## src/rtl/sine_pkg.sv

```systemverilog
// Shared widths, quadrant type and quarter-wave index folding for the sine NCO.
package sine_pkg;

   localparam int unsigned ROM_DEPTH = 64;
   localparam int unsigned ROM_WIDTH = 8;
   localparam int unsigned ADDRW     = $clog2(4 * ROM_DEPTH);
   localparam int unsigned IDXW      = ADDRW - 2;

   typedef enum logic [1:0] {Q0, Q1, Q2, Q3} quad_t;

   // Odd quadrants run the quarter table backwards.
   function automatic logic [IDXW-1:0] fold_idx(input quad_t quad, input logic [IDXW-1:0] idx);
      return (quad == Q1 || quad == Q3) ? ~idx : idx;
   endfunction

endpackage

```

## src/rtl/rom_async.sv

```systemverilog
// Asynchronous-read quarter-wave sine magnitude ROM, entry i = round(255*sin((i+0.5)*pi/128)).
// INIT_F names the table; an empty name yields a blank ROM.
module rom_async #(
   parameter int unsigned WIDTH  = 8,
   parameter int unsigned DEPTH  = 64,
   parameter string       INIT_F = "sine_table_64x8.mem"
) (
   input  logic [$clog2(DEPTH)-1:0] addr,
   output logic [WIDTH-1:0]         data
);

   localparam logic [7:0] SINE_Q64 [64] = '{
        8'd3,   8'd9,   8'd16,  8'd22,  8'd28,  8'd34,  8'd41,  8'd47,
        8'd53,  8'd59,  8'd65,  8'd71,  8'd77,  8'd83,  8'd89,  8'd95,
        8'd100, 8'd106, 8'd112, 8'd117, 8'd123, 8'd128, 8'd134, 8'd139,
        8'd144, 8'd149, 8'd154, 8'd159, 8'd164, 8'd169, 8'd174, 8'd178,
        8'd183, 8'd187, 8'd191, 8'd195, 8'd199, 8'd203, 8'd207, 8'd210,
        8'd214, 8'd217, 8'd220, 8'd223, 8'd226, 8'd229, 8'd232, 8'd234,
        8'd237, 8'd239, 8'd241, 8'd243, 8'd245, 8'd247, 8'd248, 8'd249,
        8'd251, 8'd252, 8'd253, 8'd253, 8'd254, 8'd255, 8'd255, 8'd255
   };

   if (INIT_F == "") begin : g_blank
      assign data = '0;
   end else begin : g_table
      assign data = WIDTH'(SINE_Q64[6'(addr)]);
   end

endmodule

```

## src/rtl/sine_nco.sv

```systemverilog
// Quarter-wave sine NCO: phase accumulator -> folded ROM address -> signed full-wave sample,
// two-stage pipeline with valid/ready backpressure.
module sine_nco
   import sine_pkg::*;
#(
   parameter int unsigned ROM_DEPTH = sine_pkg::ROM_DEPTH,
   parameter int unsigned ROM_WIDTH = sine_pkg::ROM_WIDTH,
   parameter string       ROM_FILE  = "sine_table_64x8.mem",
   parameter int unsigned PHASE_W   = 16,
   parameter int unsigned ADDRW     = $clog2(4 * ROM_DEPTH)
) (
   input  logic                          clk,
   input  logic                          rst,
   input  logic                          clr,
   input  logic                          inc_we,
   input  logic [PHASE_W-1:0]            inc_in,
   input  logic                          en,
   output logic                          in_ready,
   output logic signed [2*ROM_WIDTH-1:0] o_data,
   output logic                          o_valid,
   input  logic                          o_ready
);

   localparam int unsigned DW    = 2 * ROM_WIDTH;
   localparam int unsigned IDX_W = ADDRW - 2;

   logic [PHASE_W-1:0] acc_q, acc_d;
   logic [PHASE_W-1:0] inc_q, inc_d;
   logic               s1_valid_q, s1_valid_d;
   quad_t              s1_quad_q, s1_quad_d;
   logic [IDX_W-1:0]   s1_idx_q, s1_idx_d;
   logic               o_valid_q, o_valid_d;
   logic [DW-1:0]      o_data_q, o_data_d;

   logic               adv;
   logic [ADDRW-1:0]   phase;
   quad_t              quad;
   logic [ROM_WIDTH-1:0] mag;
   logic [DW-1:0]      mag_ext;

   assign in_ready = !(o_valid_q && !o_ready);
   assign adv      = in_ready;
   assign phase    = acc_q[PHASE_W-1 -: ADDRW];
   assign quad     = quad_t'(phase[ADDRW-1 -: 2]);
   assign mag_ext  = DW'(mag);

   rom_async #(
      .WIDTH  (ROM_WIDTH),
      .DEPTH  (ROM_DEPTH),
      .INIT_F (ROM_FILE)
   ) u_rom (
      .addr (s1_idx_q),
      .data (mag)
   );

   // Next state: clear beats everything, otherwise the pipe only moves on adv.
   always_comb begin
      acc_d      = acc_q;
      inc_d      = inc_q;
      s1_valid_d = s1_valid_q;
      s1_quad_d  = s1_quad_q;
      s1_idx_d   = s1_idx_q;
      o_valid_d  = o_valid_q;
      o_data_d   = o_data_q;

      if (inc_we) begin
         inc_d = inc_in;
      end

      if (clr) begin
         acc_d      = '0;
         s1_valid_d = 1'b0;
         o_valid_d  = 1'b0;
      end else if (adv) begin
         s1_valid_d = en;
         o_valid_d  = s1_valid_q;
         if (en) begin
            s1_quad_d = quad;
            s1_idx_d  = IDX_W'(fold_idx(quad, IDXW'(phase[IDX_W-1:0])));
            acc_d     = acc_q + inc_q;
         end
         if (s1_valid_q) begin
            o_data_d = (s1_quad_q inside {Q2, Q3}) ? -mag_ext : mag_ext;
         end
      end
   end

   always_ff @(posedge clk or posedge rst) begin
      if (rst) begin
         acc_q      <= '0;
         inc_q      <= '0;
         s1_valid_q <= 1'b0;
         s1_quad_q  <= Q0;
         s1_idx_q   <= '0;
         o_valid_q  <= 1'b0;
         o_data_q   <= '0;
      end else begin
         acc_q      <= acc_d;
         inc_q      <= inc_d;
         s1_valid_q <= s1_valid_d;
         s1_quad_q  <= s1_quad_d;
         s1_idx_q   <= s1_idx_d;
         o_valid_q  <= o_valid_d;
         o_data_q   <= o_data_d;
      end
   end

   assign o_valid = o_valid_q;
   assign o_data  = o_data_q;

endmodule

```

## config.mk

```make
export PLATFORM = sky130hd
export DESIGN_NAME = sine_nco
export DESIGN_NICKNAME = d
export VERILOG_FILES = /design/src/rtl/sine_pkg.sv /design/src/rtl/rom_async.sv /design/src/rtl/sine_nco.sv
export SDC_FILE = /design/constraint.sdc
export NUM_CORES = 1
export LEC_CHECK = 0
export ABC_AREA = 1
export CELL_PAD_IN_SITES_DETAIL_PLACEMENT = 0
export CELL_PAD_IN_SITES_GLOBAL_PLACEMENT = 1
export CORE_MARGIN = 10
export CORE_UTILIZATION = 38
export CTS_CLUSTER_SIZE = 20
export DETAILED_ROUTE_END_ITERATION = 8
export GPL_TIMING_DRIVEN = 0
export PLACE_DENSITY_LB_ADDON = 0.08
export SETUP_SLACK_MARGIN = 0.15
export SKIP_LAST_GASP = 1
export SYNTH_ARGS = -nofsm -noshare
export SYNTH_HDL_FRONTEND = slang
export SYNTH_SLANG_ARGS = --single-unit
```

## constraint.sdc

```tcl
create_clock -name clk -period 2.4 [get_ports clk]
set_clock_uncertainty 0.1 [all_clocks]
set_input_delay 0.24 -clock clk [delete_from_list [all_inputs] [get_ports clk]]
set_output_delay 0.24 -clock clk [all_outputs]
set_load 0.05 [all_outputs]
```

==> results.toml <==
[run_status]
outcome = "complete, no violations"

[global_routing]
grt_pass1_vias = 3398
antenna_found_initial = 0
grt_overflow = 0
grt_max_degree = 38
gr-usage-all-layers = 0.1384
grt_pass1_wl_mm = 16.53

[placement]
gp_congestion = 0.8733
port_buffers = 38
dp_slack_ps = -362.5
dp_hpwl_mm = 7.349
placed_cells = 663

[timing]
max_freq_mhz = 433.8
min_period_ps = 2305
setup_viol = 0
slew_viol_final = 0
final.period_utilization = 0.9606
whs_ps = 135.9
tightest_slew_ps = 516.9
fin_ws_ps = 94.64
finalHoldViolCount = 0
maxSlewHeadroom = 0.6543
rsz0062_at_grt = "yes"

[detailed_routing]
wl_per_cell_um = 14.26
first_pass_iters = 4
postRouteAntennaNets = 0
vias = 3418
vias_per_cell = 4.961
drt-initial-drc-count = 177
wl_mm = 9.824
drc = 0

[floorplanning]
start_util = 0.3873
ios = 40
core_area_um2 = 9729
rows = 36
fp.dieW_um = 119.6
die_y_um = 119.6
die_area_um2 = 14300

[critical_path]
endpoint_kind = "register"
critPathTopFamily = "simple AND/OR/NAND/NOR gates"
critPathSlowestCell = "dfrtp_2"
crit_path_cell_trace = "clkinvlp_4 -> ha_4 -> buf_6 -> a21oi_2 -> nand3_1 -> nand3_2 -> nand2_4 -> nor2_4 -> nand3_2 -> nor2_4 -> ha_4 -> nand2_2 -> o211ai_1"
startpoint_type = "register"
crit_type = "register to register"
cp.buffers_inverters = 2
crit_required_ps = 2510
worst-path-max-fanout = 4
max_stage_delay_ps = 420
arrival_ps = 2410

[power_and_ir_drop]
cellPowerDensity_nw_per_um2 = 1002
leakage_nw = 2.310
vdd_drop_max_mv = 0.3046

[yosys]
synth_cell_type_count = 35
synth_edf_count = 0
synth-async-reset-ratio = 1.000
ys_seq_area_frac = 0.3718
syn_area_um2 = 3769
synth_nets = 543
yosysTopAreaCell = "dfrtp_1"
synth_area_leaders = "dfrtp_1, nand2_1, ha_1, nand3_1, mux2_2"
synthFlopType = "dfrtp_1"
synthCells = 491
ys.warnings.count = 0
synth_top_area_frac = 0.3718
syn_avg_cell_area_um2 = 7.675
synth-seq-cells = 56

[clock_network]
cts_tree = "yes"
path_clk_slew_ps = 110
cts-root-buf = "clkbuf_8"
clockBufferDepth = 2
clkSinkCount = 56
clock_latency_ps = 310
h-tree-depth = 2
cts_buffers = 5

[worst_hold_path]
hp-class = "input port to async pin"

[job]
cap_violations = 0

[layout]
area_growth_pct = 26.56
final_common_cell = "nand2_1"
layout_common_cells = "nand2_1, dfrtp_1, clkdlybuf4s50_1"
drive_gt1_frac = 0.1924
layout.nets = 607
fillers = 982
fin_cells = 689
diodes = 0
## synthesized netlist by cell type, types with 3 or more instances
library cell  number
nand3_1           35
o21ai_0           33
inv_2              4
inv_1             36
nand2_1          153
xor2_1            10
nor2_2             4
a21oi_1           28
buf_4              4
ha_1              29
nand3b_1           4
nand2_2            4
nor2_1            33
dfrtp_1           56
nand3_2            3
o31ai_1            5
clkbuf_1           9
o211ai_1           4
mux2_2            15
## report_power, final
part	internal, mW	switching (mW)
logic	1.14	1.82
registers	1.14	0.143
clock network	0.209	0.322
total	2.49	2.29
## final timing paths
kind                               end        start  slack, ps  cells past startpoint
setup / recovery             o_data[7]  s1_idx_q[0]         90                     13
hold / removal              o_data[10]          rst        140                      2
setup reg to reg             o_data[7]  s1_idx_q[0]         90                     13
hold reg to reg              o_data[5]    o_data[5]        390                      2
max in group asynchronous  s1_idx_q[0]          rst       1490                      3
min in group clk             inc_q[11]       inc_we        370                      2
## area by class of cell
| cell class | instances | area [um2] | share of cell area |
|---|---|---|---|
| Multi-Input combinational cell | 377 | 2308 | 0.4840 |
| Sequential cell | 56 | 1404 | 0.2943 |
| Timing Repair Buffer | 57 | 543.0 | 0.1139 |
| Tap cell | 133 | 166.4 | 0.03489 |
| Inverter | 41 | 163.9 | 0.03437 |
| Buffer | 17 | 97.59 | 0.02046 |
| Clock buffer | 6 | 72.57 | 0.01522 |
| Clock inverter | 2 | 13.76 | 0.002886 |
## repair_timing
item | 4_1_cts | 5_1_grt
setup endpoints to repair | 18 | 19
hold buffers | 0 | 0
pin swaps | 7 | 22
gates resized for setup | 17 | 43
buffers inserted | 9 | 9
## flip-flops by register name, summed over array words and instances (netlist names)
name,cells
o_data,15
inc_q,16
s1_quad_q,1
s1_valid_q,1
o_valid,1
acc_q,16
s1_idx_q,6
## cell families (layout without fill, tap and decap cells)
| kind of cell | after synthesis | after routing | share of synthesized area |
|---|---|---|---|
| AO/OA/AOI/OAI | 79 | 79 | 0.1162 |
| multiplexers | 15 | 15 | 0.04482 |
| XOR/XNOR | 12 | 12 | 0.02789 |
| AND/OR/NAND/NOR | 241 | 241 | 0.2712 |
| buffers and inverters | 58 | 123 | 0.06640 |
| flip-flops | 56 | 56 | 0.3718 |
| adder cells (fa/ha/maj) | 30 | 30 | 0.1016 |
## worst reg2reg max path, stage by stage (launching register included)
cell and delay, ps:
dfrtp_2 420, clkinvlp_4 160, ha_4 300, buf_6 130, a21oi_2 120, nand3_1 100, nand3_2 110, nand2_4 80
nor2_4 130, nand3_2 90, nor2_4 130, ha_4 210, nand2_2 50, o211ai_1 80
## per-layer routing
layer | track usage | wire (um) | up-vias | part of all wire
li1 | - | - | 1735 | -
met1 | 0.1691 | 4269 | 1607 | 0.43
met2 | 0.2466 | 5102 | 67 | 0.52
met3 | 0.02063 | 354 | 9 | 0.036
met4 | 0.03846 | 98 | 0 | 0.010
met5 | 0 | 0 | - | 0
## per-stage QoR
step	total power [mW]	setup TNS [ps]	utilization	cell area (um2)
floorplan	3.066	0	-	3770
finish	4.781	0	0.4902	4770
global route	5.172	-35.86	0.4902	4770
CTS	4.464	0	0.4685	4558
global placement	3.720	-26970	0.4437	4317
detailed placement	3.744	-3159	0.4457	4337
No activity file was read; power rests on OpenSTA's default activity.
